File: config.mk
export PLATFORM = sky130hd
export DESIGN_NAME = ifid_pipe_ctrl
export DESIGN_NICKNAME = d
export VERILOG_FILES = /design/src/rtl/pipe_ctrl_pkg.sv /design/src/rtl/hazard_detect.sv /design/src/rtl/ifid_pipe_ctrl.sv
export SDC_FILE = /design/constraint.sdc
export NUM_CORES = 1
export LEC_CHECK = 0
export ABC_AREA = 1
export ABC_CLOCK_PERIOD_IN_PS = 2000
export BUFFER_PORTS_ARGS = -buffer_cell sky130_fd_sc_hd__buf_2
export CAP_MARGIN = 25
export CORE_ASPECT_RATIO = 0.7
export CORE_MARGIN = 1
export CORE_UTILIZATION = 52
export CTS_BUF_LIST = sky130_fd_sc_hd__clkbuf_4 sky130_fd_sc_hd__clkbuf_8 sky130_fd_sc_hd__clkbuf_16
export CTS_CLUSTER_SIZE = 8
export DETAILED_ROUTE_END_ITERATION = 6
export GPL_TIMING_DRIVEN = 0
export HOLD_SLACK_MARGIN = 0.08
export PLACE_DENSITY = 0.79
export SYNTH_ARGS = -nofsm -noshare
export SYNTH_HDL_FRONTEND = slang
export SYNTH_HIERARCHICAL = 1
export SYNTH_SLANG_ARGS = --single-unit
File: constraint.sdc
create_clock -name CLK -period 2 [get_ports CLK]
set_clock_uncertainty 0.05 [all_clocks]
set_input_delay 0.4 -clock CLK [delete_from_list [all_inputs] [get_ports CLK]]
set_output_delay 0.4 -clock CLK [all_outputs]
set_load 0.02 [all_outputs]
File: src/rtl/pipe_ctrl_pkg.sv
// Shared definitions for the IF/ID front-end pipeline controller:
// FSM state encoding, the flush NOP word and the register index width.
package pipe_ctrl_pkg;

  localparam int REG_W = 5;

  localparam logic [31:0] NOP_INSTR = 32'h0000_0000;

  typedef enum logic [1:0] {
    ST_BOOT       = 2'd0,
    ST_RUN        = 2'd1,
    ST_REDIR_WAIT = 2'd2
  } state_e;

endpackage

File: src/rtl/hazard_detect.sv
// Combinational load-use hazard compare between a load in EX and the ID sources.
// Register 0 is hardwired to zero, so a load into it never creates a dependency.
module hazard_detect
  import pipe_ctrl_pkg::*;
(
  input  logic             ex_memread,
  input  logic [REG_W-1:0] ex_rt,
  input  logic [REG_W-1:0] id_rs,
  input  logic [REG_W-1:0] id_rt,
  input  logic             id_uses_rt,
  output logic             load_use
);

  assign load_use = ex_memread && (ex_rt != '0) &&
                    ((ex_rt == id_rs) || (id_uses_rt && (ex_rt == id_rt)));

endmodule

File: src/rtl/ifid_pipe_ctrl.sv
// IF/ID front-end controller: boot hold-off, fetch-wait and load-use stalls,
// and branch/jump redirects that may have to wait for the instruction memory.
module ifid_pipe_ctrl
  import pipe_ctrl_pkg::*;
#(
  parameter int unsigned BOOT_CYCLES = 2,
  parameter int unsigned CNT_W       = 16
) (
  input  logic             CLK,
  input  logic             RSTB,
  input  logic             imem_ack,
  output logic             imem_req,
  input  logic             ex_redirect,
  input  logic [31:0]      ex_target,
  input  logic             ex_memread,
  input  logic [REG_W-1:0] ex_rt,
  input  logic [REG_W-1:0] id_rs,
  input  logic [REG_W-1:0] id_rt,
  input  logic             id_uses_rt,
  output logic             CNTEN,
  output logic             PCsel,
  output logic [31:0]      JumporBranch,
  output logic             IFID_flush,
  output logic             IDEX_bubble,
  output logic [CNT_W-1:0] stall_count
);

  localparam logic [3:0]       BOOT_LAST = 4'(BOOT_CYCLES - 1);
  localparam logic [CNT_W-1:0] CNT_ONE   = {{(CNT_W-1){1'b0}}, 1'b1};

  state_e           state_q, state_d;
  logic [3:0]       boot_cnt_q, boot_cnt_d;
  logic [31:0]      pend_target_q, pend_target_d;
  logic [CNT_W-1:0] stall_count_q, stall_count_d;
  logic             load_use;

  hazard_detect u_hazard_detect (
    .ex_memread (ex_memread),
    .ex_rt      (ex_rt),
    .id_rs      (id_rs),
    .id_rt      (id_rt),
    .id_uses_rt (id_uses_rt),
    .load_use   (load_use)
  );

  always_ff @(posedge CLK or negedge RSTB) begin
    if (!RSTB) begin
      state_q       <= ST_BOOT;
      boot_cnt_q    <= '0;
      pend_target_q <= '0;
      stall_count_q <= '0;
    end else begin
      state_q       <= state_d;
      boot_cnt_q    <= boot_cnt_d;
      pend_target_q <= pend_target_d;
      stall_count_q <= stall_count_d;
    end
  end

  always_comb begin
    state_d       = state_q;
    boot_cnt_d    = boot_cnt_q;
    pend_target_d = pend_target_q;
    imem_req      = 1'b0;
    CNTEN         = 1'b0;
    PCsel         = 1'b0;
    JumporBranch  = '0;
    IFID_flush    = 1'b0;
    IDEX_bubble   = 1'b0;

    case (state_q)
      ST_BOOT: begin
        boot_cnt_d = boot_cnt_q + 4'd1;
        if (boot_cnt_q == BOOT_LAST) state_d = ST_RUN;
      end
      ST_RUN: begin
        imem_req = 1'b1;
        // A redirect squashes the ID instruction, so it outranks any load-use stall.
        if (ex_redirect) begin
          PCsel        = 1'b1;
          JumporBranch = ex_target;
          IFID_flush   = 1'b1;
          IDEX_bubble  = 1'b1;
          CNTEN        = imem_ack;
          if (!imem_ack) begin
            pend_target_d = ex_target;
            state_d       = ST_REDIR_WAIT;
          end
        end else if (load_use || !imem_ack) begin
          IDEX_bubble = 1'b1;
        end else begin
          CNTEN = 1'b1;
        end
      end
      ST_REDIR_WAIT: begin
        // Keep presenting the captured target until the fetch completes.
        imem_req     = 1'b1;
        PCsel        = 1'b1;
        JumporBranch = pend_target_q;
        IFID_flush   = 1'b1;
        IDEX_bubble  = 1'b1;
        CNTEN        = imem_ack;
        if (imem_ack) state_d = ST_RUN;
      end
      default: state_d = ST_BOOT;
    endcase
  end

  always_comb begin
    stall_count_d = stall_count_q;
    if ((state_q == ST_RUN || state_q == ST_REDIR_WAIT) && !CNTEN &&
        (stall_count_q != '1)) begin
      stall_count_d = stall_count_q + CNT_ONE;
    end
  end

  assign stall_count = stall_count_q;

endmodule

---- Yosys cells after proc, flatten, opt, wreduce, memory -nomap -nowiden ----
Index checks and enable logic that the tools add are counted.
cells by class
  bitwise operators ....................... 1
  $add $sub $neg .......................... 2
  reductions and logical operators ........ 15
  equality and inequality tests ........... 10
  mux-type cells .......................... 16
operator list
  kind                                                                   count
  32-bit case mux with 2 select lines                                    1
  32-bit two-way mux                                                     1
  16-bit by 1-bit adder with 16-bit output, second input constant        1
  16-bit != test, second input constant                                  1
  5-bit equality test                                                    2
  2-bit two-way mux                                                      4
  2-bit != test, second input constant                                   4
  1-bit two-way mux                                                      6
  1-bit case mux with 2 select lines                                     3
  2-bit case mux with 3 select lines                                     1
  1-bit logical AND                                                      5
  5-bit nonzero test                                                     1
  4-bit by 1-bit adder with 4-bit output, second input constant          1
  4-bit by 1-bit equality test with 1-bit output, second input constant  1
  4-bit AND reduction                                                    1
  1-bit logical OR                                                       3
  3-bit AND reduction                                                    1
  2-bit by 1-bit equality test with 1-bit output, second input constant  1
  2-bit equality test, second input constant                             1
  1-bit zero test                                                        2
  2-bit zero test                                                        1
  2-bit OR reduction                                                     1
  1-bit NOT                                                              1
storage, ports and cells
  input port bits ......................... 53
  logic and storage cells ................. 48
  output and inout port bits .............. 53
  register bits after elaboration ......... 54

---- Depth between registers and ports, before layout ----
Gate-level depths: netlist (run 1).
  word-level depth ........................ 11
  gate-level depth with buffers ........... 15
  gate-level depth less buffers ........... 15

---- Modules after synthesis ----
The synthesis (run 1) kept the hierarchy.
modules (own cells, without submodules)
  module          area an instance (sq um)  cells an instance  instances
  ifid_pipe_ctrl  3144.3                    412                1
  hazard_detect   206.4                     52                 1

---- Worst setup path before layout (run 1) ----
OpenSTA, ideal clock, no wires.
  path type ............................... reg-to-output
  from .................................... register state_q[0]
  to ...................................... output port PCsel
  arrival ................................. 1.919 ns
  cell stages (with the launch flop) ...... 7
  path buffers ............................ 2
  required time ........................... 1.550 ns
  path slack .............................. -0.369 ns
  cell sequence ........................... dfrtp_1 -> inv_1 -> ha_1 -> clkinv_1 -> clkbuf_1 -> a21oi_1 -> buf_4
between the ends
  word-level cells in the longest chain between the ends .. 2
  elaborated cells on any way between the ends .. 3
  those cells by class .................... eq/ne: 2; mux: 1
RTL lines
  item                                                                                   line                  RTL
  start, declared                                                                        ifid_pipe_ctrl.sv:31  state_e state_q, state_d;
  start signal, assigned                                                                 ifid_pipe_ctrl.sv:53  state_q <= state_d;
  2-bit equality test or 2-bit by 1-bit equality test with 1-bit output (tied branches)  n/a
  1-bit case mux with 2 select lines (*)                                                 n/a
  end, declared                                                                          ifid_pipe_ctrl.sv:21  output logic PCsel,
Every way passes the cells marked *; elsewhere a longest branch is shown, timed or not.

---- Final worst setup path (run 1) ----
  from .................................... register state_q[0]
  to ...................................... output port CNTEN
between the ends
  word-level cells in the longest chain between the ends .. 2
  elaborated cells on any way between the ends .. 3
  those cells by class .................... eq/ne: 2; mux: 1
RTL lines
  item                                                                                   line                  RTL
  2-bit equality test or 2-bit by 1-bit equality test with 1-bit output (tied branches)  ifid_pipe_ctrl.sv:71  case (state_q)
  1-bit case mux with 2 select lines (*)                                                 ifid_pipe_ctrl.sv:71
  end, declared                                                                          ifid_pipe_ctrl.sv:20  output logic CNTEN,
Marked as above.

==> run_results.csv, run 1 <==
group,metric,value,unit
floorplan,num_io_pins,106,
layout,final_nets,658,
clock_tree,cts_buffers,5,
layout,fin_area,5012,um^2
placed_design,gp_congestion,0.8963,
logic_synthesis,ys_seq_area_share,40.33,%
clock_tree,clkSlewWorstSetupHoldPaths,0.10,ns
min_path,min-delay-start,"ex_target[30]",
global_route,overflow,0,
clock_tree,cts.root.buffer_cell,"clkbuf_8",
timing,hold_viol_final,0,
layout,multi_input_area,2093,um^2
timing,min_period,2.303,ns
timing,worst_pin_slew,0.6398,ns
timing,rsz0062_at_grt,"yes",
critical_path,reg2reg_from,"state_q[1]$_DFFE_PN0P_",
global_route,grt_pass1_wl,17680,um
clock_tree,cts_tree,"built",
routing,drt_first_pass_iters,7,
critical_path,crit_chain,"inv_4 > ha_4 > buf_12 > clkinv_2 > nand3_1 > nand2_1 > nor2_1 > buf_4",
layout,final-seq-area,1353,um^2
clock_tree,htree_levels,2,
placed_design,dp_hpwl,6914,um
logic_synthesis,syn_avg_cell_area,7.221,um^2
placed_design,port_buffers,104,
power_and_ir_drop,ir_drop,816.6,uV
clock_tree,clockBufferDepth,2,
power_and_ir_drop,power,7972,uW
min_path,hp-class,"input pin to register",
placed_design,place_area,4005,um^2
routing,drcViolationCount,9,
critical_path,start_kind,"register",
logic_synthesis,syn-cell-area,3351,um^2
timing,fmax,434.3,MHz
floorplan,core,6216,um^2
floorplan,initial_core_util,53.90,%
logic_synthesis,ys_seq_elements,54,
critical_path,crit_start,"state_q[0]$_DFFE_PN0P_",
clock_tree,clk-insertion-delay-late,0.31,ns
logic_synthesis,ys_warn_count,6,
critical_path,worstSetupEndpointType,"primary output",
routing,antenna_left,0,
global_route,grt_max_degree,40,
critical_path,cp_max_fo,6,
floorplan,dieWidth,97.95,um
routing,drt_wl_total,12270,um
global_route,grt.total_usage,33.04,%
timing,maxSlewHeadroom,57.35,%
logic_synthesis,yosys.area.top_type,"dfrtp_1",
logic_synthesis,yosysUniqueCellTypes,27,
critical_path,cp_slowest_stage_delay,0.46,ns
routing,drt-initial-drc-count,376,
critical_path,critPathSlowestCell,"dfrtp_2",
timing,drv_slew,0,
timing,min_period_over_period,115.1,%
layout,num_antenna_cells,0,
routing,wire_per_inst,18.18,um
power_and_ir_drop,p_leak,0.002385,uW
global_route,first_global_vias,3692,
logic_synthesis,netlist.area_leader.share,40.33,%
power_and_ir_drop,p_per_area,1591,nW/um^2
clock_tree,clock-sinks,54,
timing,setup_ws,-0.3027,ns
outcome,status,"complete, but fails checks",
routing,viasPerCell,5.899,
critical_path,critPathKind,"register to primary output",
floorplan,dieArea,6774,um^2
critical_path,required,1.55,ns
logic_synthesis,netlist_top_cells_area,"dfrtp_1 40%, nand2_1 17%, o21ai_0 5.7%",
critical_path,worstPathArrival,1.85,ns
floorplan,die_h,69.16,um
timing,setup_viol,36,
global_route,antenna_found_initial,0,
logic_synthesis,netlist_instances,464,
routing,num_vias,3982,
outcome,failed_checks,"design-rule violations, negative setup slack",
run,maxCapViolations,0,
layout,drive_gt1_share,42.21,%
layout,syn_to_final_growth,49.59,%
floorplan,row_count,24,
layout,nFillCells,357,
logic_synthesis,syn-num-nets,524,
==> report_power, final <==
| group | total (uW) | switching [uW] | internal [uW] |
|---|---|---|---|
| sequential | 1960 | 406 | 1550 |
| clock | 635 | 366 | 269 |
| combinational | 5380 | 3080 | 2300 |
| total | 7970 | 3850 | 4120 |
==> routing by layer <==
metal | up-vias | global-route usage [%] | part of all wire [%]
li1 | 1761 | - | -
met1 | 1856 | 43.63 | 38
met4 | 0 | 11.45 | 4.1
met2 | 296 | 55.24 | 47
met5 | - | 0 | 0
met3 | 69 | 5.477 | 10
==> timing repair <==
| item | CTS | global route |
|---|---|---|
| hold buffers | 1 | 0 |
| setup endpoints to repair | 36 | 46 |
| buffers inserted | 11 | 3 |
| cloned | 4 | 3 |
| endpoints found under the hold margin | 15 | 0 |
| resized for setup | 112 | 74 |
| pin swaps | 8 | 14 |
==> worst paths after layout <==
path,end,slack [ns],cells past startpoint
max,CNTEN,-0.30,8
min,pend_target_q[30]$_DFFE_PN0P_,0.30,3
min in group asynchronous,pend_target_q[4]$_DFFE_PN0P_,0.52,2
max reg2reg,stall_count[8]$_DFFE_PN0P_,0.13,11
max in group asynchronous,state_q[0]$_DFFE_PN0P_,0.83,3
min reg2reg,boot_cnt_q[3]$_DFFE_PN0N_,0.46,1
==> sequential cells by signal, summed over array words and instances (netlist names) <==
name	cells
boot_cnt_q	4
pend_target_q	32
stall_count	16
state_q	2
==> synth_stat cells (all sizes together) <==
| library cell | count |
|---|---|
| a21oi | 36 |
| inv | 33 |
| xnor2 | 2 |
| xor2 | 7 |
| nor2 | 31 |
| buf | 7 |
| nand2 | 170 |
| clkbuf | 17 |
| nand4 | 5 |
| a31oi | 1 |
| ha | 7 |
| dfrtp | 54 |
| clkinv | 3 |
| nand3 | 13 |
| o21ai | 77 |
| o21bai | 1 |
==> layout make-up <==
cell class,count,share of cell area (%)
Multi-Input combinational cell,350,41.76
Sequential cell,54,26.98
Timing Repair Buffer,127,18.60
Buffer,24,5.841
Inverter,36,3.220
Tap cell,78,1.947
Clock buffer,6,1.648
==> cells by family (layout without fill, tap and decap cells) <==
kind of cell / after synthesis / after routing / synth area share, %
and+or+nand+nor: 219 / 219 / 28.75
AOI/OAI and AO/OA: 115 / 115 / 17.96
buffers and inverters: 60 / 193 / 7.991
DFF: 54 / 54 / 40.33
xor gates and xnor gates: 9 / 9 / 2.353
adders and majority gates: 7 / 7 / 2.614
==> layout by cell type (no fill, tap or decap), types with 7 or more instances in the layout <==
cell type	netlist	layout
o21ai_0	38	38
clkbuf_8	0	8
nand2_1	150	122
nand2_2	18	39
xor2_1	7	7
nor2_1	25	25
nand2_4	2	8
clkbuf_1	17	10
buf_2	4	69
a21oi_4	0	12
a21oi_2	0	20
nand3_1	13	13
buf_4	1	35
o21ai_1	33	33
dfrtp_1	54	53
inv_1	28	26
buf_6	0	15
==> stage by stage <==
step / TNS (ns) / utilization [%] / instances / worst slack [ns] / hold WS (ns)
after global routing: -7.148 / 80.64 / 675 / -0.4351 / 0.2991
final: -5.094 / 80.64 / 675 / -0.3027 / 0.2952
after CTS: -4.257 / 74.80 / 669 / -0.1607 / 0.2982
after detailed placement: -6.640 / 64.43 / 647 / -0.2147 / 0.2898
after global placement: -4.319 / 64.11 / 646 / -0.2015 / 0.4082
after floorplan: 0 / - / 464 / 0.02492 / 0.05441
==> critical path, delay by kind of cell, from the launching register on <==
kind          cells  cell delay (ns)
simple gates      3             0.38
fa+ha+maj         1             0.17
buf+inv           4             0.53
flops             1             0.46
Note: power is estimated with default switching activity, not from simulation.
==> run 2, diff against run 1 <==
--- a/config.mk
+++ b/config.mk
@@ -6,18 +6,18 @@
 export NUM_CORES = 1
 export LEC_CHECK = 0
 export ABC_AREA = 1
-export ABC_CLOCK_PERIOD_IN_PS = 2000
+export ABC_CLOCK_PERIOD_IN_PS = 2680
 export BUFFER_PORTS_ARGS = -buffer_cell sky130_fd_sc_hd__buf_2
 export CAP_MARGIN = 25
 export CORE_ASPECT_RATIO = 0.7
 export CORE_MARGIN = 1
-export CORE_UTILIZATION = 52
+export CORE_UTILIZATION = 56
 export CTS_BUF_LIST = sky130_fd_sc_hd__clkbuf_4 sky130_fd_sc_hd__clkbuf_8 sky130_fd_sc_hd__clkbuf_16
 export CTS_CLUSTER_SIZE = 8
 export DETAILED_ROUTE_END_ITERATION = 6
 export GPL_TIMING_DRIVEN = 0
 export HOLD_SLACK_MARGIN = 0.08
-export PLACE_DENSITY = 0.79
+export PLACE_DENSITY = 0.85
 export SYNTH_ARGS = -nofsm -noshare
 export SYNTH_HDL_FRONTEND = slang
 export SYNTH_HIERARCHICAL = 1
==> constraint.sdc (replaced) <==
create_clock -name CLK -period 2.68 [get_ports CLK]
set_clock_uncertainty 0.05 [all_clocks]
set_input_delay 0.536 -clock CLK [delete_from_list [all_inputs] [get_ports CLK]]
set_output_delay 0.536 -clock CLK [all_outputs]
set_load 0.02 [all_outputs]
==> run_results.csv, run 2 (synthesis gave the netlist of run 1 again) <==
group,metric,value,unit
outcome,status,"finished clean",
routing,drt_wl_total,9307,um
power_and_ir_drop,switchingPower,2226,uW
critical_path,crit_end,"JumporBranch[21]",
timing,worst_pin_slew,0.5309,ns
power_and_ir_drop,p_leak,0.002118,uW
layout,final_common_cell,"nand2_1",
placed_design,dp_cells,644,
clock_tree,cts_tree,"built",
floorplan,row_count,23,
layout,fin_cells,652,
timing,fmax,381.5,MHz
power_and_ir_drop,power.share.switching,49.61,%
clock_tree,cts_resized,4,
floorplan,dieWidth,94.46,um
routing,num_vias,3498,
layout,fin_area,4128,um^2
critical_path,cp_max_fo,10,
layout,nFillCells,488,
global_route,overflow,0,
floorplan,die_h,66.72,um
global_route,antenna_found_initial,0,
placed_design,port_buffers,104,
floorplan,dieArea,6302,um^2
clock_tree,cts.root.buffer_cell,"clkbuf_8",
layout,largest_reg_flops,32,
global_route,first_global_vias,3111,
timing,drv_slew,0,
layout,largest-register,"pend_target_q",
critical_path,required,2.09,ns
routing,drcViolationCount,0,
layout,final_nets,636,
clock_tree,cts_hold_buf,0,
placed_design,place_ws,0.2210,ns
layout,final_cell_mix,"150 x nand2_1, 100 x buf_2, 54 x dfrtp_1",
timing,setup_viol,0,
global_route,grt.total_usage,30.77,%
power_and_ir_drop,internal-power,2261,uW
critical_path,critPathKind,"register to primary output",
layout,drive_gt1_share,29.46,%
timing,min_period,2.621,ns
floorplan,initial_core_util,58.22,%
clock_tree,cts_buffers,5,
power_and_ir_drop,p_comb_share,57.8,%
clock_tree,htree_levels,2,
global_route,grt_pass1_wl,14660,um
critical_path,start_kind,"register",
placed_design,gp_congestion,0.8938,
critical_path,crit_top_cell,"buf_4",
routing,antenna_left,0,
power_and_ir_drop,p_clk_share,10.9,%
placed_design,place_area,3985,um^2
floorplan,num_io_pins,106,
critical_path,r2r_end,"stall_count[10]$_DFFE_PN0P_",
clock_tree,clock-sinks,54,
layout,syn_to_final_growth,23.19,%
routing,drt_first_pass_iters,5,
critical_path,worstPathArrival,2.04,ns
clock_tree,clk-insertion-delay-late,0.31,ns
power_and_ir_drop,pwr-share-seq,31.3,%
critical_path,ff2ff_setup_slack,0.75,ns
critical_path,crit_chain,"inv_1 > ha_2 > nand2_2 > inv_2 > buf_4 > nand2_1 > a21oi_1 > buf_4",
clock_tree,clockBufferDepth,2,
global_route,grt_max_degree,41,
routing,wire_per_inst,14.27,um
critical_path,crit_start,"state_q[1]$_DFFE_PN0P_",
timing,maxSlewHeadroom,64.61,%
floorplan,core,5756,um^2
power_and_ir_drop,ir_drop,617.4,uV
routing,viasPerCell,5.365,
critical_path,worstSetupEndpointType,"primary output",
clock_tree,clkSlewWorstSetupHoldPaths,0.10,ns
run,maxCapViolations,0,
clock_tree,post_cts_buffers,0,
timing,min_period_over_period,97.81,%
min_path,hp-class,"input pin to asynchronous set/reset pin",
timing,hold_viol_final,0,
power_and_ir_drop,p_per_area,1087,nW/um^2
timing,setup_ws,0.05876,ns
critical_path,reg2reg_from,"state_q[0]$_DFFE_PN0P_",
critical_path,critPathSlowestCell,"dfrtp_1",
critical_path,reg2regPathDepth,11,
placed_design,dp_hpwl,6937,um
layout,num_antenna_cells,0,
routing,drt-initial-drc-count,269,
critical_path,cp_slowest_stage_delay,0.42,ns
[run 2: worst min path at each step]
stage,end,cells past startpoint,slack (ns),start
floorplan,boot_cnt_q[0]$_DFFE_PN0N_,0,0.19,RSTB
global placement,boot_cnt_q[3]$_DFFE_PN0N_,1,0.41,boot_cnt_q[3]$_DFFE_PN0N_
detailed placement,pend_target_q[16]$_DFFE_PN0P_,1,0.43,RSTB
CTS,pend_target_q[16]$_DFFE_PN0P_,1,0.1,RSTB
global route,stall_count[15]$_DFFE_PN0P_,1,0.10,RSTB
finish,pend_target_q[16]$_DFFE_PN0P_,1,0.08,RSTB
[run 2: metrics by stage]
step | TNS, ns | hold WS [ns] | util [%] | power (uW)
6_report | 0 | 0.08248 | 71.72 | 4487
5_1_grt | -0.006452 | 0.1029 | 71.72 | 4801
4_1_cts | 0 | 0.09635 | 71.02 | 4408
3_5_place_dp | 0 | 0.4343 | 69.24 | 3886
3_3_place_gp | 0 | 0.4119 | 68.89 | 3782
2_1_floorplan | 0 | 0.1904 | - | 3138
[run 2: area by class of cell]
cell class              count  area, um^2  area share [%]
clock buffers               7       90.09           2.182
well taps                  75       93.84           2.273
inverters                  36       138.9           3.365
plain buffers              24       150.1           3.637
flip-flops and latches     54        1351           32.74
repair buffers            105       553.0           13.40
clock inverters             1       5.005          0.1212
multi-input cells         350        1745           42.29
[run 2: worst max-delay path: cells and delay by family (launching register included)]
family	cells	cell delay [ns]
AND/OR/NAND/NOR	2	0.25
adder cells (fa/ha/maj)	1	0.24
flip-flops	1	0.42
AO/OA/AOI/OAI	1	0.19
buffers and inverters	4	0.62
[run 2: per-layer routing]
layer / wire length [um] / global-route usage, %
met1: 4166 / 42.57
met2: 4346 / 49.64
met3: 662 / 5.594
met4: 132 / 8.712
met5: 0 / 0
[run 2: power groups by stage]
| stage | Clock [uW] | Combinational, uW | Sequential [uW] |
|---|---|---|---|
| finish | 490 | 2590 | 1400 |
| detailed placement | 0 | 2480 | 1410 |
| floorplan | 0 | 1700 | 1440 |
| global placement | 0 | 2390 | 1390 |
| CTS | 496 | 2520 | 1400 |
| global route | 529 | 2830 | 1450 |
==> run 3, diff against run 2 <==
--- a/config.mk
+++ b/config.mk
@@ -5,19 +5,18 @@
 export SDC_FILE = /design/constraint.sdc
 export NUM_CORES = 1
 export LEC_CHECK = 0
-export ABC_AREA = 1
 export ABC_CLOCK_PERIOD_IN_PS = 2680
 export BUFFER_PORTS_ARGS = -buffer_cell sky130_fd_sc_hd__buf_2
 export CAP_MARGIN = 25
 export CORE_ASPECT_RATIO = 0.7
 export CORE_MARGIN = 1
-export CORE_UTILIZATION = 56
+export CORE_UTILIZATION = 54
 export CTS_BUF_LIST = sky130_fd_sc_hd__clkbuf_4 sky130_fd_sc_hd__clkbuf_8 sky130_fd_sc_hd__clkbuf_16
 export CTS_CLUSTER_SIZE = 8
 export DETAILED_ROUTE_END_ITERATION = 6
 export GPL_TIMING_DRIVEN = 0
 export HOLD_SLACK_MARGIN = 0.08
-export PLACE_DENSITY = 0.85
+export PLACE_DENSITY = 0.83
 export SYNTH_ARGS = -nofsm -noshare
 export SYNTH_HDL_FRONTEND = slang
 export SYNTH_HIERARCHICAL = 1
==> run_results.csv, run 3 <==
group,metric,value,unit
floorplan,num_io_pins,106,
floorplan,dieWidth,91.78,um
global_route,grt_max_degree,35,
routing,drt_first_pass_iters,4,
logic_synthesis,yosys.area.top_type,"dfrtp_1",
logic_synthesis,yosysMostFrequentCell,"dfrtp_1",
layout,final_nets,447,
clock_tree,cts_tree,"built",
layout,final_cell_mix,"107 x buf_2, 54 x dfrtp_1, 33 x mux2_2",
timing,min_period_over_period,97.83,%
timing,setup_viol,0,
layout,fin_area,3890,um^2
power_and_ir_drop,p_leak,0.001870,uW
placed_design,port_buffers,105,
floorplan,dieArea,5951,um^2
logic_synthesis,ys_seq_elements,54,
clock_tree,clk-insertion-delay-late,0.30,ns
clock_tree,clkSlewWorstSetupHoldPaths,0.10,ns
routing,drt-initial-drc-count,113,
power_and_ir_drop,ir_drop,659.6,uV
run,maxCapViolations,0,
critical_path,cp_slowest_stage_delay,0.42,ns
routing,top_layer,"met4",
critical_path,worstPathArrival,2.04,ns
layout,num_antenna_cells,0,
floorplan,core,5340,um^2
routing,viasPerCell,5.561,
floorplan,row_count,22,
critical_path,reg2regPathDepth,6,
logic_synthesis,yosysUniqueCellTypes,43,
logic_synthesis,netlist.area_leader.share,44.35,%
clock_tree,cts.root.buffer_cell,"clkbuf_8",
layout,syn_to_final_growth,27.68,%
logic_synthesis,synth_edf_count,0,
critical_path,cp_max_fo,10,
clock_tree,clock-sinks,54,
layout,final_common_cell,"buf_2",
logic_synthesis,async_reset_ff_share,100.0,%
logic_synthesis,synth_flop_cell,"dfrtp_1",
power_and_ir_drop,p_per_area,1079,nW/um^2
critical_path,worstSetupEndpointType,"primary output",
timing,maxSlewHeadroom,65.83,%
critical_path,crit_chain,"inv_1 > ha_1 > buf_2 > clkbuf_4 > a21oi_1 > nor3b_1 > buf_2",
critical_path,critPathSlowestCell,"dfrtp_1",
clock_tree,cts_hold_buf,0,
global_route,overflow,0,
placed_design,dp_hpwl,5225,um
routing,wire_per_inst,15.50,um
timing,hold_viol_final,0,
floorplan,die_h,64.85,um
global_route,first_global_vias,2409,
routing,wl_met2,3404,um
timing,worst_pin_slew,0.5125,ns
critical_path,crit_top_cell,"buf_2",
outcome,status,"finished clean",
timing,min_period,2.622,ns
routing,drt_wl_total,7128,um
critical_path,reg2reg_from,"state_q[0]$_DFFE_PN0P_",
routing,wl_met1,3249,um
layout,drive_gt1_share,46.39,%
global_route,antenna_found_initial,0,
min_path,hp-class,"input pin to asynchronous set/reset pin",
floorplan,initial_core_util,57.05,%
logic_synthesis,syn-cell-area,3047,um^2
global_route,grt.total_usage,24.48,%
logic_synthesis,syn_avg_cell_area,11.24,um^2
routing,antenna_left,0,
placed_design,gp_congestion,0.7854,
clock_tree,clockBufferDepth,2,
routing,num_vias,2558,
critical_path,r2r_end,"stall_count[14]$_DFFE_PN0P_",
logic_synthesis,ys_warn_count,6,
placed_design,place_area,3682,um^2
critical_path,critPathKind,"register to primary output",
clock_tree,htree_levels,2,
clock_tree,cts_buffers,5,
logic_synthesis,ys_seq_area_share,44.35,%
logic_synthesis,netlist_instances,271,
critical_path,required,2.09,ns
routing,dr_wl_met3,391,um
logic_synthesis,netlist_top_cells_area,"dfrtp_1 44%, mux2_2 12%, a22oi_1 7.9%",
logic_synthesis,synth_commonest_cells,"54 x dfrtp_1, 33 x mux2_2, 32 x a22oi_1, 32 x nor2b_1, 15 x xor2_1",
layout,largest_reg_flops,32,
routing,drcViolationCount,0,
global_route,grt_pass1_wl,11410,um
critical_path,ff2ff_setup_slack,0.26,ns
layout,utilization,72.84,%
timing,setup_tns,0,ns
timing,fmax,381.4,MHz
layout,largest-register,"pend_target_q",
critical_path,start_kind,"register",
logic_synthesis,syn-num-nets,331,
timing,drv_slew,0,
==> run 3: cell count changes after synthesis, sizes merged, moves of 29 or more <==
cell | previous run | this run
nand2 | 170 | 7
o21ai | 77 | 3
mux2 | 0 | 33
a22oi | 0 | 32
nor2b | 0 | 32
a21oi | 36 | 6
inv | 33 | 4
nor2 | 31 | 2
==> run 3: how the worst max path moves through the flow <==
| stage | endpoint | slack (ns) | startpoint | cells past startpoint |
|---|---|---|---|---|
| 4_1_cts | CNTEN | 0.02 | ex_rt[1] | 8 |
| 6_report | CNTEN | 0.06 | state_q[0]$_DFFE_PN0P_ | 7 |
| 3_3_place_gp | stall_count[14]$_DFFE_PN0P_ | -0.06 | ex_rt[3] | 9 |
| 3_5_place_dp | stall_count[14]$_DFFE_PN0P_ | -0.15 | ex_rt[3] | 9 |
| 2_1_floorplan | CNTEN | 0.06 | ex_rt[1] | 6 |
| 5_1_grt | CNTEN | -0.04 | state_q[0]$_DFFE_PN0P_ | 7 |
==> run 3: layout make-up <==
| type | instances | area (um^2) |
|---|---|---|
| multi-input cells | 195 | 1624 |
| fillers | 430 | 1450 |
| plain buffers | 18 | 126.4 |
| repair buffers | 109 | 578.1 |
| flip-flops and latches | 54 | 1351 |
| inverters | 4 | 15.01 |
| clock buffers | 7 | 96.34 |
| well taps | 72 | 90.09 |
| clock inverters | 1 | 8.758 |
==> run 3: per-stage QoR <==
step | cells | worst slack (ns) | hold slack [ns] | total power [uW]
2_1_floorplan | 271 | 0.05686 | 0.1904 | 2943
3_3_place_gp | 448 | -0.06215 | 0.4068 | 3487
4_1_cts | 458 | 0.01610 | 0.1473 | 4130
3_5_place_dp | 449 | -0.1533 | 0.4224 | 3575
6_report | 460 | 0.05815 | 0.1446 | 4199
5_1_grt | 460 | -0.04188 | 0.1718 | 4464
==> run 3: report_power, final <==
part | switching (uW) | leakage [uW] | internal [uW]
logic | 1230 | 0.00115 | 1070
registers | 231 | 0.000666 | 1160
clock network | 266 | 0.0000544 | 237
==> run 3: metal layers <==
| layer | track usage [%] | vias to the layer above |
|---|---|---|
| li1 | - | 1211 |
| met1 | 32.80 | 1262 |
| met2 | 40.88 | 77 |
| met3 | 5.047 | 8 |
| met4 | 6.445 | 0 |
| met5 | 0 | - |
==> run 3: critical path: cells and delay by family (launching register included) <==
kind	cells	cell delay, ns
DFF	1	0.42
and+or+nand+nor	1	0.24
buffers and inverters	4	0.85
adders and majority gates	1	0.17
AOI/OAI and AO/OA	1	0.07
==> run 3: repair_timing <==
action                     4_1_cts  5_1_grt
gates resized for setup         13       21
setup endpoints to repair       31       32
setup buffers                    1        2
==> run 3: kinds of logic after synthesis <==
logic type	Yosys count	synth area share [%]
AO/OA/AOI/OAI	55	14.21
buffers and inverters	22	3.121
AND/OR/NAND/NOR	73	15.44
adder cells (fa/ha/maj)	7	2.875
multiplexers	34	12.53
flip-flops	54	44.35
XOR/XNOR	26	7.474
